<file path="src/rtl/rsa_pkg.sv">
// Shared constants for the RSA operand path (loader, mon_exp, operand BRAM).
// Default geometry, derived beat/word counts, loader states and address map.
package rsa_pkg;

    localparam int DEF_BITLEN    = 1024;
    localparam int DEF_DBITS     = 512;
    localparam int DEF_ABITS     = 8;
    localparam int DEF_IN_W      = 32;
    localparam int DEF_NUM_OPS   = 2;
    localparam int DEF_BASE_ADDR = 0;

    localparam int BPW         = DEF_DBITS / DEF_IN_W;
    localparam int WPO         = DEF_BITLEN / DEF_DBITS;
    localparam int TOTAL_BEATS = BPW * WPO * DEF_NUM_OPS;

    // Operand k occupies WPO consecutive words starting at BASE_ADDR + k*WPO.
    localparam int OP_STRIDE = WPO;

    typedef enum logic [1:0] {
        S_LOAD  = 2'd0,
        S_FLUSH = 2'd1,
        S_RUN   = 2'd2
    } loader_state_e;

    function automatic int operand_word_addr(input int base, input int stride,
                                             input int k, input int h);
        return base + stride * k + h;
    endfunction

endpackage

</file>
<file path="src/rtl/word_packer.sv">
// Packs narrow beats into one wide word, little-endian: the first beat of a
// word ends up in the least significant IN_W bits.
module word_packer
#(
    parameter int DBITS = 512,
    parameter int IN_W  = 32
)(
    input  logic             clk,
    input  logic             rst,
    input  logic             beat_valid,
    input  logic [IN_W-1:0]  beat_data,
    output logic             beat_last,
    output logic             word_valid,
    output logic [DBITS-1:0] word
);

    localparam int BEATS = DBITS / IN_W;
    localparam int CW    = (BEATS > 1) ? $clog2(BEATS) : 1;

    logic [DBITS-1:0] sr_q;
    logic [DBITS-1:0] sr_d;
    logic [CW-1:0]    cnt_q;
    logic [DBITS-1:0] word_q;
    logic             word_valid_q;

    // New beat enters at the MSBs; everything already held moves down one beat.
    assign sr_d      = DBITS'({beat_data, sr_q} >> IN_W);
    assign beat_last = (cnt_q == CW'(BEATS - 1));

    always_ff @(posedge clk) begin
        if (rst) begin
            sr_q         <= '0;
            cnt_q        <= '0;
            word_q       <= '0;
            word_valid_q <= 1'b0;
        end else begin
            word_valid_q <= 1'b0;
            if (beat_valid) begin
                sr_q <= sr_d;
                if (beat_last) begin
                    cnt_q        <= '0;
                    word_q       <= sr_d;
                    word_valid_q <= 1'b1;
                end else begin
                    cnt_q <= cnt_q + 1'b1;
                end
            end
        end
    end

    assign word       = word_q;
    assign word_valid = word_valid_q;

endmodule

</file>
<file path="src/rtl/rsa_operand_loader.sv">
// Streams operands A and B from the host into the operand BRAM, then holds
// mon_exp start until it reports stop and re-arms for the next load.
module rsa_operand_loader
    import rsa_pkg::*;
#(
    parameter int BITLEN    = DEF_BITLEN,
    parameter int DBITS     = DEF_DBITS,
    parameter int ABITS     = DEF_ABITS,
    parameter int IN_W      = DEF_IN_W,
    parameter int NUM_OPS   = DEF_NUM_OPS,
    parameter int BASE_ADDR = DEF_BASE_ADDR
)(
    input  logic             clk,
    input  logic             rst,
    input  logic             in_valid,
    output logic             in_ready,
    input  logic [IN_W-1:0]  in_data,
    output logic [ABITS-1:0] wr_addr,
    output logic [DBITS-1:0] wr_data,
    output logic             wr_en,
    output logic             start,
    input  logic             stop,
    output logic             busy
);

    localparam int WORDS_PER_OP = BITLEN / DBITS;
    localparam int NUM_WORDS    = WORDS_PER_OP * NUM_OPS;
    localparam int WCW          = $clog2(NUM_WORDS + 1);

    loader_state_e    state_q;
    logic [WCW-1:0]   word_cnt_q;
    logic [ABITS-1:0] wr_addr_q;
    logic             start_q;
    logic             accept;
    logic             beat_last;

    // Gated by rst so no beat can be taken while the loader is being reset.
    assign in_ready = (state_q == S_LOAD) && !rst;
    assign accept   = in_valid && in_ready;
    assign busy     = (state_q != S_LOAD);

    word_packer #(
        .DBITS (DBITS),
        .IN_W  (IN_W)
    ) u_packer (
        .clk        (clk),
        .rst        (rst),
        .beat_valid (accept),
        .beat_data  (in_data),
        .beat_last  (beat_last),
        .word_valid (wr_en),
        .word       (wr_data)
    );

    // Word index k*WPO+h maps straight onto BASE_ADDR + k*WPO + h.
    always_ff @(posedge clk) begin
        if (rst) begin
            state_q    <= S_LOAD;
            word_cnt_q <= '0;
            wr_addr_q  <= '0;
            start_q    <= 1'b0;
        end else begin
            unique case (state_q)
                S_LOAD: begin
                    if (accept && beat_last) begin
                        wr_addr_q  <= ABITS'(BASE_ADDR) + ABITS'(word_cnt_q);
                        word_cnt_q <= word_cnt_q + 1'b1;
                        if (word_cnt_q == WCW'(NUM_WORDS - 1)) begin
                            state_q <= S_FLUSH;
                        end
                    end
                end
                S_FLUSH: begin
                    state_q <= S_RUN;
                    start_q <= 1'b1;
                end
                S_RUN: begin
                    if (stop) begin
                        state_q    <= S_LOAD;
                        start_q    <= 1'b0;
                        word_cnt_q <= '0;
                    end
                end
                default: begin
                    state_q    <= S_LOAD;
                    start_q    <= 1'b0;
                    word_cnt_q <= '0;
                end
            endcase
        end
    end

    assign wr_addr = wr_addr_q;
    assign start   = start_q;

endmodule

</file>
<file path="config.mk">
export PLATFORM = sky130hd
export DESIGN_NAME = rsa_operand_loader
export DESIGN_NICKNAME = d
export VERILOG_FILES = /design/src/rtl/rsa_pkg.sv /design/src/rtl/word_packer.sv /design/src/rtl/rsa_operand_loader.sv
export SDC_FILE = /design/constraint.sdc
export NUM_CORES = 2
export LEC_CHECK = 0
export CORE_ASPECT_RATIO = 0.75
export CORE_MARGIN = 2
export CORE_UTILIZATION = 40
export DETAILED_ROUTE_END_ITERATION = 10
export PLACE_DENSITY = 0.72
export SLEW_MARGIN = 20
export SYNTH_ARGS = -nofsm -noshare
export SYNTH_HDL_FRONTEND = slang
export SYNTH_SLANG_ARGS = --single-unit
</file>
<file path="constraint.sdc">
create_clock -name clk -period 2.7 [get_ports clk]
set_clock_uncertainty 0.2 [all_clocks]
set_input_delay 0.54 -clock clk [delete_from_list [all_inputs] [get_ports clk]]
set_output_delay 0.54 -clock clk [all_outputs]
set_load 0.02 [all_outputs]
</file>
==> impl_metrics.env <==
export IMPL_ys_seq_area_frac=0.574
export IMPL_drt_wl_total_um=98000
export IMPL_max_cap_violations=0
export IMPL_path_max_fanout=2
export IMPL_finalCriticalPeriod_ns=2.55
export IMPL_min_path_type="reg -> reg"
export IMPL_worstPathRequired_ns=1.96
export IMPL_layout_drive_gt1_share=0.0625
export IMPL_post_route_period_util=0.943
export IMPL_hpwl_um=70700
export IMPL_wl_per_cell_um=17.7
export IMPL_cts_setup_buffers=0
export IMPL_rsz0062_at_grt="false"
export IMPL_clock_latency_ns=0.65
export IMPL_cts_root_buf="clkbuf_16"
export IMPL_critPathMaxStageDelay_ns=0.84
export IMPL_antenna_left=0
export IMPL_start_util=0.402
export IMPL_synth_compound_area_share=0.0721
export IMPL_antenna_found_initial=0
export IMPL_setup_ws_ns=0.154
export IMPL_path_delay_family="buffers and inverters"
export IMPL_arrival_ns=1.81
export IMPL_path_depth=1
export IMPL_first_pass_iters=6
export IMPL_fin_total_pwr_mw=29.8
export IMPL_die_y_um=261
export IMPL_setup_violations=0
export IMPL_irDropWorstVdd_mv=0.523
export IMPL_clockBufferDepth=3
export IMPL_htree_levels=3
export IMPL_worstPathCellList="clkdlybuf4s50_1"
export IMPL_yosys_cell_types_count=33
export IMPL_cts_tree="done"
export IMPL_synth_top_family_by_area="simple AND/OR/NAND/NOR gates"
export IMPL_yosys_area_share_adder=0.00107
export IMPL_grt_pass1_wl_um=149000
export IMPL_final_core_util=0.521
export IMPL_synthCells=3843
export IMPL_final_hold_viol_count=0
export IMPL_status="complete, no violations"
export IMPL_ios=560
export IMPL_io_buffers=554
export IMPL_drt_iter0_markers=1883
export IMPL_syn_avg_cell_area_um2=9.14
export IMPL_design_area_um2=45500
export IMPL_final_common_cell="nand2_1"
export IMPL_hold_start="u_packer.sr_q[266]$_SDFFE_PP0N_"
export IMPL_dr_total_vias=27300
export IMPL_relSlewSlack=0.542
export IMPL_area_delta_synth_final_pct=29.6
export IMPL_synthMuxAreaShare=0.147
export IMPL_r2r_cells=6
export IMPL_nets=4365
export IMPL_postCtsHoldBufs=0
export IMPL_crit_start="u_packer.word[370]$_SDFFE_PP0P_"
export IMPL_power_leakage_nw=18.6
export IMPL_synth_simple_area_share=0.165
export IMPL_finalMaxSlewViolations=0
export IMPL_path_clk_slew_ns=0.06
export IMPL_numCtsBuffers=96
export IMPL_track_usage=0.210
export IMPL_p_per_area_nw_per_um2=655
export IMPL_crit_type="reg -> out"
export IMPL_start_kind="flop"
export IMPL_yosys_area_share_xor_xnor=0
export IMPL_route_detailed_drc=0
export IMPL_grt_pass1_vias=26100
export IMPL_holdPathStages=2
export IMPL_synthesis_area_um2=35100
export IMPL_layout_common_cells="nand2_1 (1,512), dfxtp_1 (1,004), clkdlybuf4s50_1 (552), mux2i_1 (514), o21ai_0 (483)"
export IMPL_rows=94
export IMPL_yosysWarnings=0
export IMPL_grt_max_degree=86
export IMPL_synth_seq_cells=1006
export IMPL_endpoint_kind="output port"
export IMPL_critPathSlowestCell="clkdlybuf4s50_1"
export IMPL_place_ws_ns=0.0468
export IMPL_place_gp_congestion=0.838
export IMPL_fmax_mhz=393
export IMPL_overflow=0
export IMPL_cts_sinks=1006
export IMPL_die_area_um2=90200
export IMPL_placed_cell_area_um2=42200
export IMPL_fp_coreArea_um2=87400
export IMPL_r2r_start="u_packer.cnt_q[0]$_SDFFE_PP0N_"
export IMPL_tightest_slew_ns=0.687
export IMPL_fin_setup_tns_ns=0
export IMPL_path_buf_inv=1
export IMPL_via_per_inst=4.91
export IMPL_die_w_um=346
[where the power goes]
part | switching (mW) | internal [mW] | total (mW)
Clock | 5.84 | 8.16 | 14.0
Sequential | 0.0627 | 14.9 | 15.0
Combinational | 0.553 | 0.257 | 0.810
Total | 6.46 | 23.3 | 29.8
[routing by layer]
layer  vias to the layer above  routed length [um]  GRT usage
li1                      13500                   -          -
met1                     12900               42300      0.265
met2                       667               45500      0.344
met3                       137                7930     0.0681
met4                         0                2370     0.0615
met5                         -                   0          0
[Yosys cell counts, drive strengths merged]
library cell | number | area [um^2]
dfxtp | 1006 | 20100
or2 | 1 | 6.26
or3b | 1 | 8.76
nor4b | 1 | 15.0
and2 | 1 | 6.26
nor3 | 1 | 5.00
o221ai | 1 | 8.76
nor3b | 1 | 7.51
nand2 | 1512 | 5680
o41ai | 1 | 8.76
inv | 6 | 22.5
clkbuf | 171 | 642
mux2i | 514 | 5140
o211a | 1 | 10.0
o311ai | 1 | 8.76
o21ai | 483 | 2420
a21oi | 4 | 20.0
or4b | 1 | 10.0
a21o | 1 | 7.51
a31oi | 1 | 6.26
or3 | 1 | 6.26
o211ai | 6 | 45.0
buf | 115 | 812
nand4 | 2 | 12.5
conb | 1 | 3.75
nand3 | 3 | 15.0
ha | 3 | 37.5
nor2b | 1 | 6.26
nor2 | 2 | 7.51
[final cells by class]
class                   instances  area (um^2)
fillers                      7814        41900
flip-flops and latches       1006        20100
multi-input cells            2549        13500
repair buffers                667         7070
clock buffers                 136         2820
well taps                    1152         1440
clock inverters                35          484
inverters                       6         32.5
diodes                          1         2.50
[flip-flops by register name, summed over array words and instances, names as in the netlist]
signal               cells
state_q                  2
u_packer.word_valid      1
u_packer.sr_q          480
start                    1
u_packer.word          512
u_packer.cnt_q           4
wr_addr                  3
word_cnt_q               3
[cells by family after synthesis]
group / after synthesis
AO/OA/AOI/OAI: 499
adder cells (fa/ha/maj): 3
buffers and inverters: 292
flip-flops: 1006
multiplexers: 514
other: 1
AND/OR/NAND/NOR: 1528
[path summary, 6_finish.rpt]
kind / end / slack (ns)
setup / recovery: wr_data[370] / 0.15
setup reg to reg: u_packer.word[216]$_SDFFE_PP0P_ / 0.48
hold reg to reg: u_packer.sr_q[234]$_SDFFE_PP0N_ / 0.25
hold / removal: u_packer.sr_q[234]$_SDFFE_PP0N_ / 0.25
[timing repair]
item	in CTS	in global routing
hold endpoints to repair	0	0
resized for setup	3	1
endpoints found under the setup margin	2	1
[per-stage QoR]
stage	hold WS, ns	cells
detailed placement	0.239	5380
global route	0.266	5551
CTS	0.234	5551
finish	0.249	5552
global placement	0.229	5380
floorplan	0.225	3847
(Power assumes the default switching activity.)
